==> config.mk <==
export PLATFORM = sky130hd
export DESIGN_NAME = mult_div_sequencer_flat
export DESIGN_NICKNAME = d
export VERILOG_FILES = /design/src/rtl/mdu_pkg.sv /design/src/rtl/mult_div_sequencer_if.sv /design/src/rtl/mdu_step_unit.sv /design/src/rtl/mult_div_sequencer.sv /design/src/flat_wrapper.sv
export SDC_FILE = /design/constraint.sdc
export NUM_CORES = 1
export LEC_CHECK = 0
export BUFFER_PORTS_ARGS = -buffer_cell sky130_fd_sc_hd__buf_2
export CAP_MARGIN = 20
export CELL_PAD_IN_SITES_DETAIL_PLACEMENT = 2
export CELL_PAD_IN_SITES_GLOBAL_PLACEMENT = 2
export CORE_ASPECT_RATIO = 0.5
export CORE_MARGIN = 8
export CORE_UTILIZATION = 33
export DETAILED_ROUTE_END_ITERATION = 10
export PLACE_DENSITY = 0.88
export SLEW_MARGIN = 5
export SYNTH_ARGS = -nofsm -noshare
export SYNTH_HDL_FRONTEND = slang
export SYNTH_SLANG_ARGS = --single-unit
==> constraint.sdc <==
create_clock -name clk -period 5.5 [get_ports clk]
set_input_delay 0.55 -clock clk [delete_from_list [all_inputs] [get_ports clk]]
set_output_delay 0.55 -clock clk [all_outputs]
set_load 0.02 [all_outputs]
==> src/rtl/mdu_pkg.sv <==
// mdu_pkg: shared types and constants for the multiply/divide sequencer.
package mdu_pkg;
  localparam int WIDTH = 32;
  typedef enum logic [2:0] {IDLE, MULT_RUN, DIV_RUN, SIGN_FIX, DONE} state_t;
  localparam logic OP_MULT = 1'b0;
  localparam logic OP_DIV = 1'b1;
endpackage

==> src/rtl/mult_div_sequencer_if.sv <==
// mult_div_sequencer_if: control-unit handshake and HI/LO result bus.
interface mult_div_sequencer_if #(parameter int WIDTH = mdu_pkg::WIDTH);
  logic start_mult;
  logic start_div;
  logic [WIDTH-1:0] rs;
  logic [WIDTH-1:0] rt;
  logic busy;
  logic done;
  logic div_zero;
  logic [WIDTH-1:0] hi;
  logic [WIDTH-1:0] lo;
  modport master(output start_mult, start_div, rs, rt, input busy, done, div_zero, hi, lo);
  modport slave(input start_mult, start_div, rs, rt, output busy, done, div_zero, hi, lo);
endinterface

==> src/rtl/mdu_step_unit.sv <==
// mdu_step_unit: one shift-add multiply or restoring divide iteration on magnitudes.
module mdu_step_unit
  import mdu_pkg::*;
#(
  parameter int WIDTH = mdu_pkg::WIDTH
) (
  input  logic               op,
  input  logic [2*WIDTH-1:0] acc,
  input  logic [WIDTH-1:0]   operand,
  output logic [2*WIDTH-1:0] acc_next
);
  logic [WIDTH:0] sum;
  logic [WIDTH:0] rem;
  logic [WIDTH:0] diff;
  // multiply keeps the multiplier in the low half and retires one bit per step
  always_comb begin
    sum = {1'b0, acc[2*WIDTH-1:WIDTH]} + (acc[0] ? {1'b0, operand} : '0);
    rem = acc[2*WIDTH-1:WIDTH-1];
    diff = rem - {1'b0, operand};
    acc_next = (op == OP_MULT) ? {sum, acc[WIDTH-1:1]} :
               diff[WIDTH] ? {rem[WIDTH-1:0], acc[WIDTH-2:0], 1'b0} :
               {diff[WIDTH-1:0], acc[WIDTH-2:0], 1'b1};
  end
endmodule

==> src/rtl/mult_div_sequencer.sv <==
// mult_div_sequencer: FSM driving the iterative MULT/DIV datapath and HI/LO registers.
module mult_div_sequencer
  import mdu_pkg::*;
#(
  parameter int WIDTH = mdu_pkg::WIDTH,
  parameter int CNT_W = 6
) (
  input logic clk,
  input logic reset,
  mult_div_sequencer_if.slave bus
);
  state_t state;
  logic op;
  logic [CNT_W-1:0] cnt;
  logic [2*WIDTH-1:0] acc;
  logic [2*WIDTH-1:0] acc_next;
  logic [2*WIDTH-1:0] prod;
  logic [WIDTH-1:0] opd;
  logic [WIDTH-1:0] a_mag;
  logic [WIDTH-1:0] b_mag;
  logic [WIDTH-1:0] quo;
  logic [WIDTH-1:0] rmd;
  logic [WIDTH-1:0] hi;
  logic [WIDTH-1:0] lo;
  logic res_neg;
  logic a_neg;
  logic busy;
  logic done;
  logic div_zero;
  assign a_mag = bus.rs[WIDTH-1] ? -bus.rs : bus.rs;
  assign b_mag = bus.rt[WIDTH-1] ? -bus.rt : bus.rt;
  assign prod = res_neg ? -acc : acc;
  assign quo = res_neg ? -acc[WIDTH-1:0] : acc[WIDTH-1:0];
  // remainder follows the dividend sign so division truncates toward zero
  assign rmd = a_neg ? -acc[2*WIDTH-1:WIDTH] : acc[2*WIDTH-1:WIDTH];
  assign bus.busy = busy;
  assign bus.done = done;
  assign bus.div_zero = div_zero;
  assign bus.hi = hi;
  assign bus.lo = lo;
  mdu_step_unit #(.WIDTH(WIDTH)) u_step (
    .op(op),
    .acc(acc),
    .operand(opd),
    .acc_next(acc_next)
  );
  always_ff @(posedge clk or posedge reset) begin
    if (reset) begin
      state <= IDLE;
      op <= OP_MULT;
      cnt <= '0;
      acc <= '0;
      opd <= '0;
      res_neg <= 1'b0;
      a_neg <= 1'b0;
      hi <= '0;
      lo <= '0;
      busy <= 1'b0;
      done <= 1'b0;
      div_zero <= 1'b0;
    end else begin
      done <= 1'b0;
      div_zero <= 1'b0;
      case (state)
        IDLE: if (bus.start_mult || bus.start_div) begin
          op <= bus.start_mult ? OP_MULT : OP_DIV;
          acc <= {{WIDTH{1'b0}}, a_mag};
          opd <= b_mag;
          res_neg <= bus.rs[WIDTH-1] ^ bus.rt[WIDTH-1];
          a_neg <= bus.rs[WIDTH-1];
          cnt <= '0;
          busy <= 1'b1;
          if (!bus.start_mult && bus.rt == '0) begin
            state <= DONE;
            done <= 1'b1;
            div_zero <= 1'b1;
          end else begin
            state <= bus.start_mult ? MULT_RUN : DIV_RUN;
          end
        end
        MULT_RUN, DIV_RUN: begin
          acc <= acc_next;
          cnt <= cnt + 1'b1;
          if (cnt == CNT_W'(WIDTH - 1)) state <= SIGN_FIX;
        end
        SIGN_FIX: begin
          hi <= (op == OP_MULT) ? prod[2*WIDTH-1:WIDTH] : rmd;
          lo <= (op == OP_MULT) ? prod[WIDTH-1:0] : quo;
          state <= DONE;
          done <= 1'b1;
        end
        DONE: begin
          state <= IDLE;
          busy <= 1'b0;
        end
        default: state <= IDLE;
      endcase
    end
  end
endmodule

==> src/flat_wrapper.sv <==
// flat-port wrapper written by rule: the top's interface ports become plain ports
module mult_div_sequencer_flat import mdu_pkg::*;
#(
  parameter int WIDTH = mdu_pkg::WIDTH,
  parameter int CNT_W = 6
)
  (clk, reset, bus_start_mult, bus_start_div, bus_rs, bus_rt, bus_busy, bus_done, bus_div_zero, bus_hi, bus_lo);
  mult_div_sequencer_if #(.WIDTH(WIDTH)) bus_i ();
  input logic clk;
  input logic reset;
  input wire logic [$bits(bus_i.start_mult)-1:0] bus_start_mult;
  input wire logic [$bits(bus_i.start_div)-1:0] bus_start_div;
  input wire logic [$bits(bus_i.rs)-1:0] bus_rs;
  input wire logic [$bits(bus_i.rt)-1:0] bus_rt;
  output wire logic [$bits(bus_i.busy)-1:0] bus_busy;
  output wire logic [$bits(bus_i.done)-1:0] bus_done;
  output wire logic [$bits(bus_i.div_zero)-1:0] bus_div_zero;
  output wire logic [$bits(bus_i.hi)-1:0] bus_hi;
  output wire logic [$bits(bus_i.lo)-1:0] bus_lo;
  assign bus_i.start_mult = bus_start_mult;
  assign bus_i.start_div = bus_start_div;
  assign bus_i.rs = bus_rs;
  assign bus_i.rt = bus_rt;
  assign bus_busy = bus_i.busy;
  assign bus_done = bus_i.done;
  assign bus_div_zero = bus_i.div_zero;
  assign bus_hi = bus_i.hi;
  assign bus_lo = bus_i.lo;
  mult_div_sequencer #(.WIDTH(WIDTH), .CNT_W(CNT_W)) u_core (.clk(clk), .reset(reset), .bus(bus_i));
endmodule
==> results of run 1 <==
[state kept, by name (all words and copies together), names as in the netlist]
name and count:
u_core.acc 64, u_core.opd 32, u_core.res_neg 1, u_core.op 1
u_core.bus.lo 32, u_core.state 3, u_core.bus.done 1, u_core.bus.busy 1
u_core.bus.div_zero 1, u_core.a_neg 1, u_core.bus.hi 32, u_core.cnt 6
[power groups by stage]
stage	clock network [W]	registers (W)	logic (W)
2_1_floorplan	0	0.00264	0.00509
3_3_place_gp	0	0.00264	0.00700
3_5_place_dp	0	0.00269	0.00736
4_1_cts	0.00135	0.00268	0.00757
5_1_grt	0.00140	0.00277	0.00832
6_report	0.00134	0.00270	0.00764
[cell families after synthesis]
| kind of cell | count (synthesis) |
|---|---|
| buffers and inverters | 142 |
| AND/OR/NAND/NOR | 490 |
| AO/OA/AOI/OAI | 509 |
| multiplexers | 58 |
| XOR/XNOR | 174 |
| flip-flops | 175 |
| adder cells (fa/ha/maj) | 71 |
[metal layers]
metal / track usage (%) / share of wire, % / vias to the layer above
li1: - / - / 5977
met5: 0 / 0.019 / -
met2: 39.1 / 50 / 317
met1: 27.2 / 43 / 6693
met4: 7.72 / 2.9 / 2
met3: 3.69 / 4.1 / 115
[synthesized netlist by cell type, types with 27 or more instances]
master    instances  area, µm²
ha_1             69        863
xor2_1          106        928
nor2_1          104        390
o21ai_0         227       1140
a21oi_1          77        385
mux2i_1          57        571
xnor2_1          68        596
inv_1            58        218
nand2_1         212        796
dfrtp_1         175       4380
a21o_1           27        203
o31ai_1          28        210
clkbuf_1         68        255
[path summary, 6_finish.rpt]
path                                                    start                            end  slack, ns  depth (start not counted)
worst min register to register  u_core.bus.hi[14]$_DFFE_PP0P_  u_core.bus.hi[14]$_DFFE_PP0P_       0.48                          2
min in group clk                                bus_start_div    u_core.bus.busy$_DFFE_PP0P_       0.38                          3
worst min-delay path                                    reset     u_core.acc[20]$_DFFE_PP0P_       0.27                          2
max in group asynchronous                               reset  u_core.bus.hi[24]$_DFFE_PP0P_       3.91                          3
worst max-delay path                u_core.acc[0]$_DFFE_PP0P_     u_core.acc[60]$_DFFE_PP0P_       0.55                         14
worst max register to register      u_core.acc[0]$_DFFE_PP0P_     u_core.acc[60]$_DFFE_PP0P_       0.55                         14
[final cells by class]
cell class,instances,area (µm²)
repair buffers,153,813
multi-input cells,1302,8480
well taps,540,676
fillers,4573,25000
inverters,58,225
clock inverters,14,169
clock buffers,18,439
flip-flops and latches,175,4380
diodes,6,15.0
[per-stage QoR]
step           cell area [µm²]  util [%]  worst slack (ns)  instances
6_report                 15200      37.8             0.550       2266
5_1_grt                  15200      37.8             0.129       2265
4_1_cts                  15200      37.8             0.700       2260
3_5_place_dp             14600      36.3              1.05       2228
3_3_place_gp             14600      36.3              1.17       2228
2_1_floorplan            13400         -             0.205       1619
[worst max-delay path, delay by kind of cell (launching register included)]
kind,cells,cell delay [ns]
AO/OA/AOI/OAI,7,2.30
adder cells (fa/ha/maj),1,0.44
buffers and inverters,2,0.74
flip-flops,1,0.45
AND/OR/NAND/NOR,4,0.83
==> out/metrics.cfg, run 1 <==
[synth]
synthSimpleGateAreaFrac_pct=17.4
ys_seq_area_share_pct=32.8
synth_nets=1758
synth-xor-area-share_pct=11.4
syn_area_per_cell_um2=8.25
async_flop_share_pct=100
synthMuxAreaShare_pct=4.36
synth_compound_area_share_pct=23.2
ys_warn_count=0
netlist_area_um2=13400
yosys_register_bits=175
synth_top_flop_cell=dfrtp_1
yosys.area_share.adder_pct=6.76
synth_edf_count=0
netlist_instances=1619
synth_cell_types=70
synth_top_family_by_area=compound AO/OA/AOI/OAI gates

[outcome]
outcome=finished clean

[pwr]
internal_power_w=0.00547
cellLeakagePower_nw=6.84
sequentialPowerShare_pct=23.1
p_total_w=0.0117
p_per_area_nw_per_um2=769
swShare_pct=53.1
switching_power_w=0.00620
pwr-share-comb_pct=65.4
pwr-share-clk_pct=11.5
ir_drop_mv=0.434

[clocking]
clock_latency_ns=0.48
cts_buffers=17
ctsHoldBuffers=0
clkTransAtPathRegs_ns=0.08
cts_sinks=175
tritoncts=yes
root_buffer=clkbuf_16
postCtsSetupRepairBufs=0
cts_resized=0
htreeDepth=4
clock_path_buffers=2

[worst_setup_path]
slowest_stage=o31ai_1
max_stage_delay_ns=0.83
cp_max_fo=16
arrival_ns=5.26
crit_required_ns=5.81
cp-start-kind=flop
critPathKind=reg2reg
cp-end-kind=flop
crit_chain=inv_1 > nor2_1 > ha_1 > nand3_1 > nor2_1 > o311ai_0 > buf_4 > a31oi_1 > a31oi_1 > o31ai_1 > a311oi_1 > and4b_1 > a2111oi_0 > o21ai_0

[routing]
dr.pass1.iters=7
drt_drc_violations_left=0
drt-total-wl_mm=53.3
detail_route.iter0.violations=791
via_count=13100
avgViaCountPerCell=5.78
wl_per_cell_um=23.5
antenna_left=0

[flow_run]
maxCapViolations=0

[grt]
antenna_found_initial=5
grt_pass1_wl_mm=83.4
grt-ovfl-total=0
grt_pass1_vias=14400
grtUsageTotal_pct=22.1
grt_max_degree=131

[timing]
fin_skew_ns=0.0106
max_freq_ghz=0.202
finalHoldViolCount=0
report.final.slew_viol_count=0
worst_pin_slew_ns=1.08
fin_crit_ns=4.95
slew_headroom_pct=27.7
fin_setup_tns_ns=0
min_period_over_period_pct=90.0
setup_viol=0
rsz0062_at_grt=false
hold_ws_ns=0.273

[finish]
final_nets=1846
syn_to_final_growth_pct=13.8
drive_gt1_share_pct=12.6
layout_common_cells=227 x o21ai_0, 212 x nand2_1, 174 x dfrtp_1
layout_commonest_cell=o21ai_0

[placed_design]
dp_hpwl_mm=37.9
io_buffers=134
gp_congestion=0.882

[die]
core-area_um2=40100
io_pins=135
start_util_pct=33.3
fp.dieH_um=158
die-area_um2=47600
num_rows=52
die_x_um=301

[worst_hold_path]
hp-class=in2async

Power figures use the tool's default switching activity.
==> run 2, diff against run 1 <==
CELL_PAD_IN_SITES_DETAIL_PLACEMENT = 0   (was 2)
CELL_PAD_IN_SITES_GLOBAL_PLACEMENT = 1   (was 2)
CORE_UTILIZATION = 35   (was 33)
PLACE_DENSITY = 0.75   (was 0.88)
clock period = 4.88 ns   (was 5.5 ns; I/O delays follow)
==> run 2 against run 1 <==
  * Wire length down 26%
  * Final cell count decreased by 2.1%
  * Largest cell class unchanged
  * Combinational power up 3.1%
  * Power increased by 5.3%
==> out/metrics.cfg, run 2 (synthesis results as in run 1) <==
[timing]
fin_skew_ns=0.00977
slew_headroom_pct=42.1
hold_ws_ns=0.183
min_period_over_period_pct=90.5
fin_setup_tns_ns=0
setup_viol=0
rsz0062_at_grt=false
report.final.slew_viol_count=0
finalHoldViolCount=0
max_freq_ghz=0.227
worst_pin_slew_ns=0.869
fin_crit_ns=4.41
setup_ws_ns=0.466

[clocking]
clkTransAtPathRegs_ns=0.07
clock_latency_ns=0.45
clock_path_buffers=2
tritoncts=yes
htreeDepth=4
ctsHoldBuffers=0
cts_resized=0
cts_sinks=175
cts_buffers=17
postCtsSetupRepairBufs=0
root_buffer=clkbuf_16

[finish]
layout_common_cells=227 x o21ai_0, 212 x nand2_1, 174 x dfrtp_1
largest-register=u_core.acc
fillers=3827
drive_gt1_share_pct=12.7
num_antenna_cells=0
syn_to_final_growth_pct=13.5
layout_commonest_cell=o21ai_0
largest_reg_flops=64
final_nets=1853

[outcome]
outcome=finished clean

[routing]
drt_drc_violations_left=0
dr.pass1.iters=5
antenna_left=0
wl_per_cell_um=17.8
detail_route.iter0.violations=905
via_count=12100
drt-total-wl_mm=39.4
avgViaCountPerCell=5.43

[worst_hold_path]
hp-class=in2async

[grt]
grt_pass1_vias=11600
antenna_found_initial=0
grt-ovfl-total=0
grt_max_degree=97
grt_pass1_wl_mm=63.9
grtUsageTotal_pct=17.3

[die]
fp.dieH_um=154
io_pins=135
die_x_um=292
die-area_um2=45000
core-area_um2=37500
num_rows=50
start_util_pct=35.6

[worst_setup_path]
crit_required_ns=5.20
cp_max_fo=14
cp-end-kind=flop
cp-start-kind=flop
critPathKind=reg2reg
arrival_ns=4.73

[pwr]
cellLeakagePower_nw=6.85
p_per_area_nw_per_um2=811
ir_drop_mv=0.384

[flow_run]
maxCapViolations=0

[placed_design]
dp_hpwl_mm=29.4
io_buffers=134
place_ws_ns=0.584
gp_congestion=0.876

[run 2: cell count changes in the layout (fill, tap and decap cells not counted), sizes merged]
cell      delta
clkinvlp     +3
bufinv       +1
clkinv       +1
inv          -7
buf          +7
diode        -6
[run 2: final timing paths]
kind | startpoint | endpoint | slack (ns) | cells after the start
hold / removal | reset | u_core.acc[18]$_DFFE_PP0P_ | 0.18 | 2
setup / recovery | u_core.acc[31]$_DFFE_PP0P_ | u_core.acc[54]$_DFFE_PP0P_ | 0.47 | 14
hold reg to reg | u_core.bus.hi[19]$_DFFE_PP0P_ | u_core.bus.hi[19]$_DFFE_PP0P_ | 0.48 | 2
min in group clk | bus_start_mult | u_core.op$_DFFE_PP0P_ | 0.33 | 2
max in group asynchronous | reset | u_core.acc[53]$_DFFE_PP0P_ | 3.54 | 3
setup reg to reg | u_core.acc[31]$_DFFE_PP0P_ | u_core.acc[54]$_DFFE_PP0P_ | 0.47 | 14
[run 2: final cells by class]
class                   instances  area [µm²]  area share [%]
well taps                     494         618            4.08
multi-input cells            1302        8470            55.9
clock buffers                  18         429            2.83
clock inverters                12         161            1.06
flip-flops and latches        175        4380            28.9
inverters                      58         221            1.46
repair buffers                160         878            5.79
[run 2: metal layers]
layer  part of all wire, %  global-route usage [%]
met5                     0                       0
met4                   1.5                    4.37
met3                   4.3                    2.92
met2                    46                    28.0
met1                    49                    23.9
[run 2: power by group]
part / internal (W) / leakage, nW / switching (W)
logic: 0.00324 / 4.39 / 0.00464
clock network: 0.000806 / 0.285 / 0.000633
registers: 0.00215 / 2.18 / 0.000830
[run 2: metrics by stage]
step | utilization [%] | area (µm²) | std cells | power [W]
5_1_grt | 40.5 | 15200 | 2219 | 0.0134
4_1_cts | 40.5 | 15200 | 2219 | 0.0123
3_3_place_gp | 38.9 | 14600 | 2189 | 0.0108
6_report | 40.5 | 15200 | 2219 | 0.0123
2_1_floorplan | - | 13400 | 1619 | 0.00871
3_5_place_dp | 38.9 | 14600 | 2189 | 0.0108
[run 2: worst max-delay path, cell delays in order, from the launching register on]
cell and delay (ns):
dfrtp_1 0.35, inv_1 0.10, ha_1 0.23, fa_1 0.41, nor2b_1 0.21, o2111ai_1 0.14, nand2_1 0.19, a211oi_1 0.13
o311ai_0 0.76, a41oi_1 0.27, o21ai_0 0.49, xor2_4 0.34, buf_4 0.32, mux2i_1 0.25, o21ai_0 0.09
==> run 3, diff against run 2 <==
CORE_ASPECT_RATIO = default   (was 0.5)
GPL_TIMING_DRIVEN = 0   (was default)
RECOVER_POWER = 25   (was default)
==> run 3 against run 2 <==
  * Cell area up 0.76%
  * Combinational power rose by 2%
  * The run now ends with max-capacitance violations, max-slew violations left
  * Worst hold slack better by 0.11 ns
  * Clock skew rose by 0.0060 ns
  * Via count up 3.2%
  * Critical path depth shrank 1
  * Global-route usage increased by 1.7 points
  * Register-to-register slack got worse by 0.23 ns
  * Critical endpoint is now u_core.acc[60]$_DFFE_PP0P_
==> out/metrics.cfg, run 3 (synthesis results as in run 1) <==
[routing]
via_count=12400
dr.pass1.iters=5
avgViaCountPerCell=5.42
detail_route.iter0.violations=823
wl_per_cell_um=18.5
drt-total-wl_mm=42.5
antenna_left=0
drt_drc_violations_left=0

[clocking]
tritoncts=yes
clock_path_buffers=2
clkTransAtPathRegs_ns=0.08
root_buffer=clkbuf_16
postCtsSetupRepairBufs=0
ctsHoldBuffers=0
clock_latency_ns=0.45
cts_sinks=175
htreeDepth=4
cts_buffers=17

[pwr]
switching_power_w=0.00639
pwr-share-clk_pct=11.0
swShare_pct=51.4
p_total_w=0.0124
internal_power_w=0.00603
cellLeakagePower_nw=6.85
p_per_area_nw_per_um2=813
sequentialPowerShare_pct=24.0
pwr-share-comb_pct=65.0
ir_drop_mv=0.289

[finish]
fin_area_um2=15300
layout_common_cells=227 x o21ai_0, 212 x nand2_1, 175 x dfrtp_1
final_nets=1912
layout_commonest_cell=o21ai_0
syn_to_final_growth_pct=14.4
num_antenna_cells=0
drive_gt1_share_pct=11.2
largest-register=u_core.acc
fin_util_pct=40.6
largest_reg_flops=64
fillers=3914

[timing]
fin_crit_ns=4.64
report.final.slew_viol_count=75
min_period_over_period_pct=95.1
worst_pin_slew_ns=2.06
finalHoldViolCount=0
setup_viol=0
rsz0062_at_grt=false
slew_headroom_pct=-37.5
fin_skew_ns=0.0158
setup_ws_ns=0.239
max_freq_ghz=0.215

[grt]
grt-ovfl-total=0
grt_pass1_wl_mm=67.9
grt_pass1_vias=12300
antenna_found_initial=0
grt_max_degree=40
grtUsageTotal_pct=19.0

[worst_hold_path]
hold_depth=2
hp-class=in2reg

[placed_design]
placed_cell_area_um2=14700
gp_congestion=0.870
io_buffers=133
place_ws_ns=-0.0809
dp_hpwl_mm=34.2

[worst_setup_path]
critPathKind=reg2reg
cp-end-kind=flop
cp_max_fo=15
max_stage_delay_ns=0.59
crit_chain=inv_1 > nor2_1 > ha_1 > a211oi_1 > nor2_1 > o41ai_1 > a31oi_1 > a31oi_1 > o31ai_2 > a311oi_1 > nor4b_1 > a2111oi_0 > o21ai_0
crit_required_ns=5.19
reg2reg_depth=13
arrival_ns=4.95
slowest_stage=inv_1
cp-start-kind=flop

[die]
start_util_pct=35.5
core-area_um2=37700
die_x_um=211
fp.dieH_um=211
num_rows=71
io_pins=135
die-area_um2=44700

[outcome]
outcome=complete, but fails checks
violations=max-capacitance violations, max-slew violations

[flow_run]
maxCapViolations=2

-- run 3: cell types whose count changed in the layout (fill, tap and decap cells not counted), moves of 2 or more --
cell,previous run,this run
buf_4,25,0
clkbuf_2,0,2
buf_2,134,139
buf_1,0,7
clkbuf_1,1,69
bufinv_16,3,0
inv_8,1,5
-- run 3: area by class of cell --
class	count	area, µm²	share of cell area (%)
multi-input cells	1302	8440	55.2
clock buffers	17	425	2.78
well taps	511	639	4.19
flip-flops and latches	175	4380	28.7
clock inverters	15	145	0.950
repair buffers	137	713	4.67
inverters	58	219	1.43
plain buffers	82	318	2.08
-- run 3: layer usage --
metal  track usage [%]  vias up  wire, µm  share of wire [%]
li1                  -     6105         -                  -
met1              27.1     5990     20700                 49
met2              29.5      317     18700                 44
met3              3.58       30      2530                6.0
met4              4.34        0       509                1.2
met5                 0        -         0                  0
-- run 3: path summary, 6_finish.rpt --
kind	startpoint	endpoint	slack (ns)
min in group asynchronous	reset	u_core.bus.hi[1]$_DFFE_PP0P_	0.37
max in group asynchronous	reset	u_core.opd[16]$_DFFE_PP0P_	0.97
max	u_core.acc[0]$_DFFE_PP0P_	u_core.acc[60]$_DFFE_PP0P_	0.24
min	bus_start_mult	u_core.op$_DFFE_PP0P_	0.29
min reg2reg	u_core.bus.hi[9]$_DFFE_PP0P_	u_core.bus.hi[9]$_DFFE_PP0P_	0.48
max reg2reg	u_core.acc[0]$_DFFE_PP0P_	u_core.acc[60]$_DFFE_PP0P_	0.24
-- run 3: critical path: cells and delay by family, from the launching register on --
kind | cells | cell delay [ns]
simple gates | 3 | 0.32
buf+inv | 1 | 0.59
fa+ha+maj | 1 | 0.38
flops | 1 | 0.48
compound gates | 8 | 2.72
-- run 3: metrics by stage --
step	std cells	hold slack [ns]	setup TNS, ns
after floorplan	1619	0.450	0
after global placement	2263	0.457	-0.0883
after detailed placement	2267	0.464	-0.0809
after CTS	2299	0.183	0
after global routing	2297	0.324	0
final	2297	0.293	0
-- run 3: repair_timing --
| item | in CTS | in global routing |
|---|---|---|
| setup endpoints to repair | 1 | 7 |
| gates resized for setup | 2 | 0 |
| gates cloned | 0 | 0 |
-- run 3: power groups by stage --
stage               sequential, W  combinational (W)  clock [W]
floorplan                 0.00297            0.00574          0
global placement          0.00295            0.00792          0
detailed placement        0.00298            0.00802          0
CTS                       0.00295            0.00806    0.00140
global route              0.00307            0.00898    0.00145
finish                    0.00298            0.00807    0.00136
